**config.mk**
```make
export PLATFORM = sky130hd
export DESIGN_NAME = dm_arbiter_flat
export DESIGN_NICKNAME = d
export VERILOG_FILES = /design/src/rtl/dm_arbiter_if.sv /design/src/rtl/dm_arbiter.sv /design/src/flat_wrapper.sv
export SDC_FILE = /design/constraint.sdc
export NUM_CORES = 1
export LEC_CHECK = 0
export ABC_AREA = 1
export CAP_MARGIN = 20
export CORE_AREA = 8 8 123 125
export DETAILED_ROUTE_END_ITERATION = 6
export DIE_AREA = 0 0 131 133
export PLACE_DENSITY = 0.85
export SETUP_SLACK_MARGIN = 0.3
export SYNTH_ARGS = -nofsm -noshare
export SYNTH_HDL_FRONTEND = slang
export SYNTH_SLANG_ARGS = --single-unit
```
**constraint.sdc**
```tcl
create_clock -name clk -period 2.66 [get_ports clk]
set_clock_uncertainty 0.05 [all_clocks]
set_input_delay 0.532 -clock clk [delete_from_list [all_inputs] [get_ports clk]]
set_output_delay 0.532 -clock clk [all_outputs]
set_load 0.03 [all_outputs]
```
**src/rtl/dm_arbiter_if.sv**
```systemverilog
// Bus bundle between the CPU MEM stage, the DMA/debug loader, the data
// memory and dm_arbiter. The arbiter connects through the slave modport;
// the requester/memory side (or a bench) uses the master modport.
interface dm_arbiter_if #(
  parameter int LEN_W = 4
);
  // CPU MEM-stage port
  logic             cpu_req;
  logic             cpu_we;
  logic [2:0]       cpu_type;
  logic [31:0]      cpu_addr;
  logic [31:0]      cpu_wdata;
  logic             cpu_gnt;
  logic             cpu_stall;
  logic [31:0]      cpu_rdata;

  // DMA / debug loader port
  logic             dma_req;
  logic             dma_we;
  logic [31:0]      dma_addr;
  logic [LEN_W-1:0] dma_len;
  logic [31:0]      dma_wdata;
  logic             dma_beat_ack;
  logic [31:0]      dma_rdata;
  logic             dma_done;

  // Data memory port
  logic             mem_we;
  logic [2:0]       mem_type;
  logic [31:0]      mem_addr;
  logic [31:0]      mem_wdata;
  logic [31:0]      mem_dout;

  modport slave (
    input  cpu_req, cpu_we, cpu_type, cpu_addr, cpu_wdata,
    output cpu_gnt, cpu_stall, cpu_rdata,
    input  dma_req, dma_we, dma_addr, dma_len, dma_wdata,
    output dma_beat_ack, dma_rdata, dma_done,
    output mem_we, mem_type, mem_addr, mem_wdata,
    input  mem_dout
  );

  modport master (
    output cpu_req, cpu_we, cpu_type, cpu_addr, cpu_wdata,
    input  cpu_gnt, cpu_stall, cpu_rdata,
    output dma_req, dma_we, dma_addr, dma_len, dma_wdata,
    input  dma_beat_ack, dma_rdata, dma_done,
    input  mem_we, mem_type, mem_addr, mem_wdata,
    output mem_dout
  );
endinterface

```
**src/rtl/dm_arbiter.sv**
```systemverilog
// Data-memory arbiter: the CPU owns dm by default; a DMA grant opens a
// fixed-length word burst with arbiter-generated addresses. An aging
// counter forces a DMA grant after MAX_WAIT contended cycles.
module dm_arbiter #(
  parameter int MAX_WAIT = 4,
  parameter int LEN_W    = 4,
  parameter int CNT_W    = 3
) (
  input  logic        clk,
  input  logic        rstn,
  dm_arbiter_if.slave bus
);

  localparam logic [2:0] DM_WORD = 3'b000;

  typedef enum logic {
    IDLE,
    BURST
  } state_t;

  state_t           state, state_n;
  logic [31:0]      base, base_n;
  logic [LEN_W-1:0] beat, beat_n;
  logic [LEN_W-1:0] last, last_n;
  logic             we_l, we_l_n;
  logic [CNT_W-1:0] wait_cnt, wait_cnt_n;

  logic             wait_full;
  logic             dma_win;
  logic [LEN_W-1:0] len_m1;
  logic [31:0]      beat_off;

  // Derived helpers: aging threshold, clamped burst length, beat byte offset.
  always_comb begin
    wait_full = (wait_cnt == CNT_W'(MAX_WAIT));
    len_m1    = (bus.dma_len == '0) ? '0 : bus.dma_len - LEN_W'(1);
    beat_off  = {{(30 - LEN_W){1'b0}}, beat, 2'b00};
  end

  // Grant decision, memory mux, handshake outputs and next-state logic.
  always_comb begin
    // NOTE: every signal written here gets a default first so no path leaves
    // it unassigned; that is what keeps this block free of inferred latches.
    state_n          = state;
    base_n           = base;
    beat_n           = beat;
    last_n           = last;
    we_l_n           = we_l;
    wait_cnt_n       = wait_cnt;
    dma_win          = 1'b0;
    bus.mem_we       = 1'b0;
    bus.mem_type     = bus.cpu_type;
    bus.mem_addr     = bus.cpu_addr;
    bus.mem_wdata    = bus.cpu_wdata;
    bus.cpu_gnt      = 1'b0;
    bus.dma_beat_ack = 1'b0;
    bus.dma_done     = 1'b0;

    unique case (state)
      IDLE: begin
        dma_win = bus.dma_req & (~bus.cpu_req | wait_full);
        if (dma_win) begin
          // First beat goes out in the acceptance cycle from the raw address.
          bus.mem_type     = DM_WORD;
          bus.mem_addr     = {bus.dma_addr[31:2], 2'b00};
          bus.mem_we       = bus.dma_we;
          bus.mem_wdata    = bus.dma_wdata;
          bus.dma_beat_ack = 1'b1;
          base_n           = {bus.dma_addr[31:2], 2'b00};
          we_l_n           = bus.dma_we;
          last_n           = len_m1;
          beat_n           = LEN_W'(1);
          wait_cnt_n       = '0;
          if (len_m1 == '0) begin
            bus.dma_done = 1'b1;
          end else begin
            state_n = BURST;
          end
        end else begin
          if (bus.cpu_req) begin
            bus.mem_we  = bus.cpu_we;
            bus.cpu_gnt = 1'b1;
          end
          // Age only while the DMA is actually being held off by the CPU.
          if (!bus.dma_req) begin
            wait_cnt_n = '0;
          end else if (bus.cpu_req && !wait_full) begin
            wait_cnt_n = wait_cnt + CNT_W'(1);
          end
        end
      end

      BURST: begin
        dma_win          = 1'b1;
        bus.mem_type     = DM_WORD;
        bus.mem_addr     = base + beat_off;
        bus.mem_we       = we_l;
        bus.mem_wdata    = bus.dma_wdata;
        bus.dma_beat_ack = 1'b1;
        beat_n           = beat + LEN_W'(1);
        wait_cnt_n       = '0;
        if (beat == last) begin
          bus.dma_done = 1'b1;
          state_n      = IDLE;
          beat_n       = '0;
        end
      end

      default: begin
        state_n = IDLE;
      end
    endcase

    // Reset gates everything that could commit or be mistaken for a beat.
    if (!rstn) begin
      bus.mem_we       = 1'b0;
      bus.cpu_gnt      = 1'b0;
      bus.dma_beat_ack = 1'b0;
      bus.dma_done     = 1'b0;
    end

    bus.cpu_stall = bus.cpu_req & ~bus.cpu_gnt;
    bus.cpu_rdata = bus.mem_dout;
    bus.dma_rdata = bus.mem_dout;
  end

  // Control state register with synchronous active-low reset.
  always_ff @(posedge clk) begin
    // NOTE: sequential state uses non-blocking assignments so every register
    // samples pre-edge values regardless of statement order.
    if (!rstn) begin
      state    <= IDLE;
      beat     <= '0;
      wait_cnt <= '0;
      we_l     <= 1'b0;
    end else begin
      state    <= state_n;
      beat     <= beat_n;
      wait_cnt <= wait_cnt_n;
      we_l     <= we_l_n;
    end
  end

  // Burst descriptor registers, only meaningful once a burst is accepted.
  always_ff @(posedge clk) begin
    // NOTE: base and last are pure datapath, always rewritten on acceptance
    // before being read, so they carry no reset.
    if (rstn) begin
      base <= base_n;
      last <= last_n;
    end
  end

endmodule
```
**src/flat_wrapper.sv**
```systemverilog
// flat-port wrapper written by rule: the top's interface ports become plain ports
module dm_arbiter_flat 
#(
  parameter int MAX_WAIT = 4,
  parameter int LEN_W    = 4,
  parameter int CNT_W    = 3
)
  (clk, rstn, bus_cpu_req, bus_cpu_we, bus_cpu_type, bus_cpu_addr, bus_cpu_wdata, bus_cpu_gnt, bus_cpu_stall, bus_cpu_rdata, bus_dma_req, bus_dma_we, bus_dma_addr, bus_dma_len, bus_dma_wdata, bus_dma_beat_ack, bus_dma_rdata, bus_dma_done, bus_mem_we, bus_mem_type, bus_mem_addr, bus_mem_wdata, bus_mem_dout);
  dm_arbiter_if #(.LEN_W(LEN_W)) bus_i ();
  input  logic clk;
  input  logic rstn;
  input wire logic [$bits(bus_i.cpu_req)-1:0] bus_cpu_req;
  input wire logic [$bits(bus_i.cpu_we)-1:0] bus_cpu_we;
  input wire logic [$bits(bus_i.cpu_type)-1:0] bus_cpu_type;
  input wire logic [$bits(bus_i.cpu_addr)-1:0] bus_cpu_addr;
  input wire logic [$bits(bus_i.cpu_wdata)-1:0] bus_cpu_wdata;
  output wire logic [$bits(bus_i.cpu_gnt)-1:0] bus_cpu_gnt;
  output wire logic [$bits(bus_i.cpu_stall)-1:0] bus_cpu_stall;
  output wire logic [$bits(bus_i.cpu_rdata)-1:0] bus_cpu_rdata;
  input wire logic [$bits(bus_i.dma_req)-1:0] bus_dma_req;
  input wire logic [$bits(bus_i.dma_we)-1:0] bus_dma_we;
  input wire logic [$bits(bus_i.dma_addr)-1:0] bus_dma_addr;
  input wire logic [$bits(bus_i.dma_len)-1:0] bus_dma_len;
  input wire logic [$bits(bus_i.dma_wdata)-1:0] bus_dma_wdata;
  output wire logic [$bits(bus_i.dma_beat_ack)-1:0] bus_dma_beat_ack;
  output wire logic [$bits(bus_i.dma_rdata)-1:0] bus_dma_rdata;
  output wire logic [$bits(bus_i.dma_done)-1:0] bus_dma_done;
  output wire logic [$bits(bus_i.mem_we)-1:0] bus_mem_we;
  output wire logic [$bits(bus_i.mem_type)-1:0] bus_mem_type;
  output wire logic [$bits(bus_i.mem_addr)-1:0] bus_mem_addr;
  output wire logic [$bits(bus_i.mem_wdata)-1:0] bus_mem_wdata;
  input wire logic [$bits(bus_i.mem_dout)-1:0] bus_mem_dout;
  assign bus_i.cpu_req = bus_cpu_req;
  assign bus_i.cpu_we = bus_cpu_we;
  assign bus_i.cpu_type = bus_cpu_type;
  assign bus_i.cpu_addr = bus_cpu_addr;
  assign bus_i.cpu_wdata = bus_cpu_wdata;
  assign bus_cpu_gnt = bus_i.cpu_gnt;
  assign bus_cpu_stall = bus_i.cpu_stall;
  assign bus_cpu_rdata = bus_i.cpu_rdata;
  assign bus_i.dma_req = bus_dma_req;
  assign bus_i.dma_we = bus_dma_we;
  assign bus_i.dma_addr = bus_dma_addr;
  assign bus_i.dma_len = bus_dma_len;
  assign bus_i.dma_wdata = bus_dma_wdata;
  assign bus_dma_beat_ack = bus_i.dma_beat_ack;
  assign bus_dma_rdata = bus_i.dma_rdata;
  assign bus_dma_done = bus_i.dma_done;
  assign bus_mem_we = bus_i.mem_we;
  assign bus_mem_type = bus_i.mem_type;
  assign bus_mem_addr = bus_i.mem_addr;
  assign bus_mem_wdata = bus_i.mem_wdata;
  assign bus_i.mem_dout = bus_mem_dout;
  dm_arbiter #(.MAX_WAIT(MAX_WAIT), .LEN_W(LEN_W), .CNT_W(CNT_W)) u_core (.clk(clk), .rstn(rstn), .bus(bus_i));
endmodule
```
==> metrics.txt, run 1 <==
crit path time final=2.733 ns; EDFF count, synth=34; Tcrit/Tclk final=102.7%; DR pass1 iterations=4; CP Cell Sequence=ha_4, fa_2, nand2_2, nand3_2, nand2_4, nor2_4, a21oi_1, nor2_1, nand2_1, nand2_1, buf_6; Synth top area share=25.56%; drt total wl=19.54 mm; FF-to-FF End=u_core.base[17]; Peak VDD IR=247.5 uV; synth-to-layout area growth=96.49%; Routed WL per cell=20.23 microns; # diodes=0; final worst-path setup slack=-0.07307 ns; first-pass GRT wire length=27.01 mm; Remaining DRCs=0; Seq/Total Area, Yosys=30.07%; initial antenna violation count=0; Crit. End Element=output port; slowest cell on the critical path=edfxtp_1; # clock sinks=43; PD cells=399.3 nW/um^2; CP startpoint kind=register; max_cap viols=0; worst r2r src=u_core.wait_cnt[0]; Pleak=0.003428 uW; Clock Latency Late Sink=0.30 ns; DR vias/cell=4.974; Worst path max stage delay=0.42 ns; Final setup viols=13; endpoints failing hold=0; Reg clk slew, reported paths=0.07 ns; Hold Path Class=register to register; Rows=42; GR Overflow Total=0; status=finished, violations left; Avg Synthesized Cell Area=6.571 sq um; synth unique cells=31; total negative slack=-0.5068 ns; vias post-DR=4,805; violated checks=negative setup slack; vias in the first global route=5,003; CP dominant cell by count=nand2_1; H-tree depth=2; Nets=970; CTS tree=yes; Mapped Area=3995 sq um; core area=13,090 sq um; FF-to-FF path depth=11; Die ar.=17,420 sq um; detailed placer's ending HPWL=12.78 mm; Port Buf Inserts=210; largest net degree at the start of global routing=31; Syn Nets=789; hold_buf cts=0; final design instance area without fill=7850 sq um; max frequency=365.9 MHz; register bit total from synthesis=43; Starting Density=30.53%; Die Height=133 microns; hold path cells=2; clk buf depth=2; Critical Path Start=u_core.base[2]; post-synth top area cell=edfxtp_1; Crit path required time=2.08 ns; Hold Slack=0.4816 ns; hold wc startpoint=u_core.we_l; chip width=131 microns; Routed Antenna Nets=0; IO Count=309; reg2reg setup slack=0.56 ns; crit path DAT=2.15 ns; Num CTS Buffers=5; post-place instance area=6247 sq um; CP Class=register to output port; dominant cells by area after synthesis=edfxtp_1 (26%), nand2_1 (24%), buf_4 (13%), a22oi_1 (5.3%), nor2_1 (5.2%); Root Buffer=clkbuf_16; All-Layer GR Usage=20.05%; Mapped Cells=608; worst slew pin tran=0.4555 ns; Async SR Flop Fraction=0%; CP max FO=11; ratio of cells with drive above 1 in the final layout=36.71%; fin. max-slew vios=0; Worst slew margin=69.58%; GPL Wtd Cong=0.8571; Worst Hold End=u_core.we_l; Syn. warnings=0; prevailing post-synth register cell=edfxtp_1; initial drt markers=324; unrepaired setup endpoints after global routing=yes
per-layer routing:
layer / GRT usage (%) / part of all wire [%] / up-vias
met3: 10.61 / 12 / 55
met2: 34.65 / 49 / 275
met5: 0 / 0 / -
met1: 19.48 / 35 / 2220
li1: - / - / 2255
met4: 8.041 / 4.4 / 0
cell usage after synthesis (2+ instances only):
cell type	number
a21oi_1	10
a22oi_1	28
buf_2	10
buf_4	68
clkbuf_1	4
dfxtp_1	9
edfxtp_1	34
ha_1	7
inv_1	38
nand2_1	257
nand2_2	3
nand3_1	35
nand3b_1	6
nand4_1	3
nor2_1	55
nor2_2	3
nor2_4	3
nor3_1	3
o21ai_0	8
o21ai_1	4
or2_2	2
xnor2_1	5
xor2_1	5
critical path: cells and delay by family, from the launching register on:
family / cells / cell delay, ns
buf+inv: 1 / 0.14
compound gates: 1 / 0.13
flops: 1 / 0.42
simple gates: 7 / 0.60
fa+ha+maj: 2 / 0.55
power by group:
part	internal, uW	switching, uW	total [uW]	leakage [uW]
combinational	877	824	1700	0.00297
sequential	751	23.0	774	0.000387
clock	357	304	661	0.0000748
worst max-delay path by stage:
| stage | to | cells past startpoint |
|---|---|---|
| finish | bus_mem_addr[18] | 11 |
| global route | bus_mem_addr[30] | 12 |
| CTS | bus_mem_addr[30] | 12 |
| detailed placement | bus_mem_addr[4] | 9 |
| global placement | bus_mem_addr[4] | 9 |
| floorplan | bus_mem_addr[14] | 10 |
cell usage in the layout (no fill, tap or decap), types with 32 or more instances in the layout:
master / count
buf_12: 54
buf_6: 35
clkdlybuf4s50_1: 135
edfxtp_1: 34
inv_1: 32
nand2_1: 151
nand2_2: 47
nand2_4: 62
nor2_1: 45
final cells by class:
type	count	area, sq um
clock inverter	3	26.28
fill	994	5235
clock buffer	5	125.1
inverter	40	160.2
multi-input combinational	442	2858
sequential	43	1209
timing repair buffer	257	3252
tap	176	220.2
logic make-up (layout without fill, tap and decap cells):
family,Yosys count,count (layout),share of synthesized area (%)
adder cells (fa/ha/maj),8,8,2.693
flip-flops,43,43,30.07
AO/OA/AOI/OAI,54,54,8.770
buffers and inverters,123,305,18.51
AND/OR/NAND/NOR,370,370,37.77
XOR/XNOR,10,10,2.192
sequential cells by signal, summed over array words and instances, names as in the netlist:
register	count
u_core.base	30
u_core.beat	4
u_core.last	4
u_core.wait_cnt	3
u_core.state	1
u_core.we_l	1
through the flow:
stage                     util (%)  instances  setup WS [ns]  power [uW]
final                        59.99        966       -0.07307        3135
after global routing         59.99        966        -0.1642        3250
after CTS                    55.94        956       -0.05645        2971
after detailed placement     47.74        926        0.04405        2049
after global placement       47.74        926        0.08049        2038
after floorplan                  -        608         0.3303        1486
repair_timing:
item	in CTS	in global routing
buffers inserted	16	7
pin swaps	29	36
endpoints found under the setup margin	66	67
cloned	6	3
gates resized for setup	172	110
(Power assumes the default switching activity.)
==> inputs of run 2 (changes only) <==
--- a/config.mk
+++ b/config.mk
@@ -7,10 +7,11 @@
 export LEC_CHECK = 0
 export ABC_AREA = 1
 export CAP_MARGIN = 20
-export CORE_AREA = 8 8 123 125
+export CORE_AREA = 2 2 120 122
 export DETAILED_ROUTE_END_ITERATION = 6
-export DIE_AREA = 0 0 131 133
-export PLACE_DENSITY = 0.85
+export DIE_AREA = 0 0 122 124
+export PLACE_DENSITY = 0.82
+export RECOVER_POWER = 100
 export SETUP_SLACK_MARGIN = 0.3
 export SYNTH_ARGS = -nofsm -noshare
 export SYNTH_HDL_FRONTEND = slang
==> run 2 against run 1 <==
Compared with the run above: the run still ends with negative setup slack left; via count is 3.2% lower; worst hold slack got worse by 0.063 ns; count of clock-buffer cells in the layout unchanged; first-iteration DRC count shrank 17%; clock power is 3% lower; maximum frequency increased by 1.3%; sequential share of layout area rose by 0.75 points; highest routed layer is now met5.
==> metrics.txt, run 2 (synthesis gave the netlist of run 1 again) <==
status=finished, violations left; violated checks=negative setup slack; max FFs per register=30; Clock power frac=21.9%; first-pass GRT wire length=22.64 mm; worst r2r src=u_core.wait_cnt[0]; Num CTS Buffers=5; Hold Path Class=register to register; Reg clk slew, reported paths=0.07 ns; # placed instances=930; Pleak=0.003317 uW; clk buf depth=2; Tcrit/Tclk final=101.5%; drt total wl=16.53 mm; Critical Path Start=u_core.wait_cnt[0]; Crit. End Element=output port; PD cells=392.8 nW/um^2; synth-to-layout area growth=87.38%; largest net degree at the start of global routing=35; CP startpoint kind=register; detailed placer's ending HPWL=11.26 mm; Tot Pwr=2940 uW; Routed WL per cell=17.08 microns; All-Layer GR Usage=19.45%; combinational share of power=51.8%; met3 usage=6.639%; Clock Latency Late Sink=0.29 ns; switch share=36.57%; commonest non-fill, non-tap cell in the layout=nand2_1; DR pass1 iterations=4; Psw=1075 uW; CP Class=register to output port; GPL Wtd Cong=0.8745; max frequency=370.5 MHz; vias in the first global route=4,449; H-tree depth=2; Reg power frac=26.4%; Final setup viols=15; # clock sinks=43; Starting Density=29.12%; max_cap viols=0; chip width=122 microns; initial antenna violation count=4; Crit path required time=2.08 ns; GRT busiest layer=met2; Top reg by flops=u_core.base; hold_buf cts=0; cell internal pwr=1865 uW; worst slew pin tran=0.9071 ns; DR vias/cell=4.806; endpoints failing hold=0; initial drt markers=270; unrepaired setup endpoints after global routing=yes; crit path time final=2.699 ns; DP Worst Slack=-0.01430 ns; Die ar.=15,130 sq um; Nets=965; IO Count=309; met1 Use GR=20.68%; Peak VDD IR=235.3 uV; final worst-path setup slack=-0.03886 ns; Worst slew margin=39.53%; Post-Layout Cell Count=968; Remaining DRCs=0; Regs by FF count=u_core.base x30, u_core.beat x4, u_core.last x4; reg2reg setup slack=0.23 ns; CP max FO=5; hold wc startpoint=u_core.we_l; Rows=43; fin. max-slew vios=0; core area=13,720 sq um; highest-count cells in the layout ignoring fill and taps=nand2_1 (157), clkdlybuf4s50_1 (105), nand2_2 (53), nand2_4 (50), nor2_1 (43); ratio of cells with drive above 1 in the final layout=35.16%; met2 Use GR=35.93%; crit path DAT=2.12 ns; CTS tree=yes; Hold Slack=0.4183 ns; Port Buf Inserts=210; Root Buffer=clkbuf_16; vias post-DR=4,652; GR Overflow Total=0; Die Height=124 microns; Routed Antenna Nets=0
run 2: cell count changes in the layout (fill, tap and decap cells not counted), sizes merged, moves of 3 or more:
cell	previous run	this run
diode	0	3
clkdlybuf4s50	135	105
buf	117	103
dlygate4sd3	0	31
clkbuf	7	16
run 2: worst paths after layout:
kind	to	cells after the start
min reg2reg	u_core.we_l	2
max	bus_mem_wdata[10]	12
max reg2reg	u_core.base[27]	10
min	u_core.we_l	2
run 2: what timing repair did:
item,CTS,global route
endpoints found under the hold margin,0,0
pin swaps,9,41
setup endpoints to repair,72,72
gates resized for setup,92,172
gates cloned,4,8
buffers inserted,9,6
run 2: metal layers:
layer	vias to the layer above	share of wire, %
li1	2254	-
met4	2	3.8
met5	-	0.048
met1	2109	35
met3	41	8.8
met2	246	52
run 2: per-stage QoR:
stage / setup TNS [ns] / area, sq um / util (%)
after floorplan: 0 / 4014 / -
after global placement: 0 / 6145 / 44.79
after detailed placement: -0.01430 / 6145 / 44.79
after CTS: -0.01893 / 6759 / 49.27
after global routing: -4.796 / 7481 / 54.53
final: -0.1174 / 7486 / 54.56
run 2: worst max-delay path, stage by stage, from the launching register on:
cell	delay [ns]
dfxtp_1	0.34
clkinv_1	0.07
ha_1	0.19
nand2_1	0.07
nand2_1	0.05
nand2_1	0.12
nand2_1	0.19
buf_6	0.19
clkbuf_16	0.16
clkbuf_16	0.17
nand2_4	0.08
nand2_4	0.05
buf_12	0.13
run 2: final cells by class:
| class | count | area (sq um) |
|---|---|---|
| inverter | 40 | 167.7 |
| tap | 180 | 225.2 |
| fill | 1220 | 6233 |
| multi-input combinational | 442 | 2758 |
| antenna | 3 | 7.507 |
| clock inverter | 3 | 21.27 |
| sequential | 43 | 1209 |
| timing repair buffer | 252 | 2973 |
| clock buffer | 5 | 125.1 |
run 2: power groups by stage:
stage          Clock [uW]  Combinational, uW  Sequential [uW]
2_1_floorplan           0                707              779
3_3_place_gp            0               1200              785
3_5_place_dp            0               1210              786
4_1_cts               653               1330              774
5_1_grt               675               1600              777
6_report              643               1520              775
==> inputs of run 3 (changes only) <==
--- a/config.mk
+++ b/config.mk
@@ -10,6 +10,7 @@
 export CORE_AREA = 2 2 120 122
 export DETAILED_ROUTE_END_ITERATION = 6
 export DIE_AREA = 0 0 122 124
+export GPL_ROUTABILITY_DRIVEN = 0
 export PLACE_DENSITY = 0.82
 export RECOVER_POWER = 100
 export SETUP_SLACK_MARGIN = 0.3
==> run 3 against run 2 <==
Compared with the run above: the flow still finishes with violations (negative setup slack); sequential cell count stayed put; maximum frequency grew 1.2%; worst hold slack better by 0.0028 ns; sequential share of layout area fell by 1.1 points; wire length grew 10%; combinational power grew 14%; via count increased by 4.3%; cell count rose by 1.7%; critical path type unchanged; critical endpoint is now bus_mem_addr[24]; largest cell class unchanged; largest power group unchanged; highest routed layer unchanged.
==> metrics.txt, run 3 (synthesis gave the netlist of run 1 again) <==
CP max FO=5; initial drt markers=368; max_cap viols=0; clk buf depth=2; Num CTS Buffers=5; unrepaired setup endpoints after global routing=yes; PD cells=392.1 nW/um^2; endpoints failing hold=0; worst slew pin tran=0.3896 ns; total negative slack=-0.01522 ns; cell internal pwr=2011 uW; Regs by FF count=u_core.base x30, u_core.beat x4, u_core.last x4; DR vias/cell=4.933; Rows=43; DRT met1 WL=6.448 mm; synth-to-layout area growth=100.6%; Root Buffer=clkbuf_16; All-Layer GR Usage=22.33%; Max Used Layer=met5; Top reg by flops=u_core.base; FF-to-FF End=u_core.base[27]; Psw=1131 uW; Final setup viols=3; # placed instances=931; final worst-path setup slack=-0.007015 ns; highest-count cells in the layout ignoring fill and taps=nand2_1 (144), clkdlybuf4s50_1 (105), nand2_4 (65), nand2_2 (51), nor2_1 (45); Clock power frac=20.4%; hold wc startpoint=u_core.we_l; status=finished, violations left; Port Buf Inserts=210; Die ar.=15,130 sq um; Remaining DRCs=0; chip width=122 microns; FF-to-FF path depth=11; Hold Path Class=register to register; Tot Pwr=3142 uW; max FFs per register=30; Post-Layout Cell Count=984; violated checks=negative setup slack; Reg clk slew, reported paths=0.07 ns; worst r2r src=u_core.wait_cnt[1]; Peak VDD IR=196.2 uV; Clock Latency Late Sink=0.29 ns; GR Overflow Total=0; H-tree depth=2; CP startpoint kind=register; Tcrit/Tclk final=100.3%; vias in the first global route=4,973; initial antenna violation count=4; # clock sinks=43; switch share=35.99%; CTS tree=yes; Starting Density=29.12%; crit path DAT=2.09 ns; hold path cells=2; Reg power frac=24.6%; Worst Hold End=u_core.we_l; metal3 WL=1.613 mm; max frequency=375.0 MHz; DP Worst Slack=0.03607 ns; Nets=981; met2 wire len=9.483 mm; crit path time final=2.667 ns; first-pass GRT wire length=25.90 mm; CP Class=register to output port; drt total wl=18.26 mm; Routed Antenna Nets=0; vias post-DR=4,854; largest net degree at the start of global routing=35; detailed placer's ending HPWL=11.37 mm; ratio of cells with drive above 1 in the final layout=38.83%; Crit. End Element=output port; Crit path required time=2.08 ns; combinational share of power=55.0%; core area=13,720 sq um; fin. max-slew vios=0; DR pass1 iterations=5; Routed WL per cell=18.56 microns; Die Height=124 microns; Worst slew margin=73.93%; commonest non-fill, non-tap cell in the layout=nand2_1; hold_buf cts=0; IO Count=309; reg2reg setup slack=0.52 ns; Pleak=0.003490 uW
run 3: cell count changes in the layout (fill, tap and decap cells not counted), moves of 5 or more:
cell | before | now
buf_12 | 31 | 43
buf_16 | 4 | 11
clkbuf_16 | 11 | 6
nand2_1 | 157 | 144
nand2_4 | 50 | 65
run 3: metrics by stage:
stage	instance area, sq um	hold WS (ns)	utilization, %
after floorplan	4014	0.3673	-
after global placement	6152	0.3799	44.84
after detailed placement	6152	0.3890	44.84
after CTS	7611	0.4229	55.48
after global routing	8009	0.4541	58.38
final	8014	0.4211	58.41
run 3: per-layer routing:
metal	up-vias	global-route usage, %
li1	2279	-
met1	2241	23.36
met2	287	40.50
met3	45	7.143
met4	2	10.78
met5	-	0
run 3: area by class of cell:
class	instances	area, sq um
timing repair buffer	268	3329
multi-input combinational	442	2910
tap	180	225.2
antenna	3	7.507
inverter	40	178.9
clock inverter	2	16.27
fill	1065	5705
sequential	43	1207
clock buffer	6	138.9
run 3: worst max-delay path by stage:
stage,start,to,depth (start not counted)
after floorplan,u_core.beat[0],bus_mem_addr[14],10
after global placement,bus_cpu_req,bus_mem_addr[4],9
after detailed placement,bus_cpu_req,bus_mem_addr[4],9
after CTS,u_core.base[2],bus_mem_addr[24],12
after global routing,u_core.base[5],bus_mem_addr[30],11
final,u_core.base[2],bus_mem_addr[24],12
run 3: worst max-delay path, cell delays in order, from the launching register on:
cell      delay [ns]
edfxtp_1        0.41
ha_4            0.19
fa_2            0.34
nand2_2         0.10
nand3_2         0.09
nand2_4         0.13
nor2_2          0.08
nand2_1         0.07
nand2_1         0.05
nand2_1         0.07
nand2_2         0.06
nand2_2         0.08
buf_12          0.12
run 3: power groups by stage:
stage	Clock [uW]	Sequential (uW)	Combinational, uW
6_report	642	772	1730
5_1_grt	678	775	1800
4_1_cts	654	770	1620
3_5_place_dp	0	783	1220
3_3_place_gp	0	782	1210
2_1_floorplan	0	779	707
run 3: repair_timing:
| item | CTS | global route |
|---|---|---|
| pin swaps | 49 | 36 |
| gates cloned | 11 | 1 |
| endpoints found under the setup margin | 72 | 72 |
| endpoints found under the hold margin | 0 | 0 |
| resized for setup | 250 | 62 |
| setup buffers | 18 | 12 |
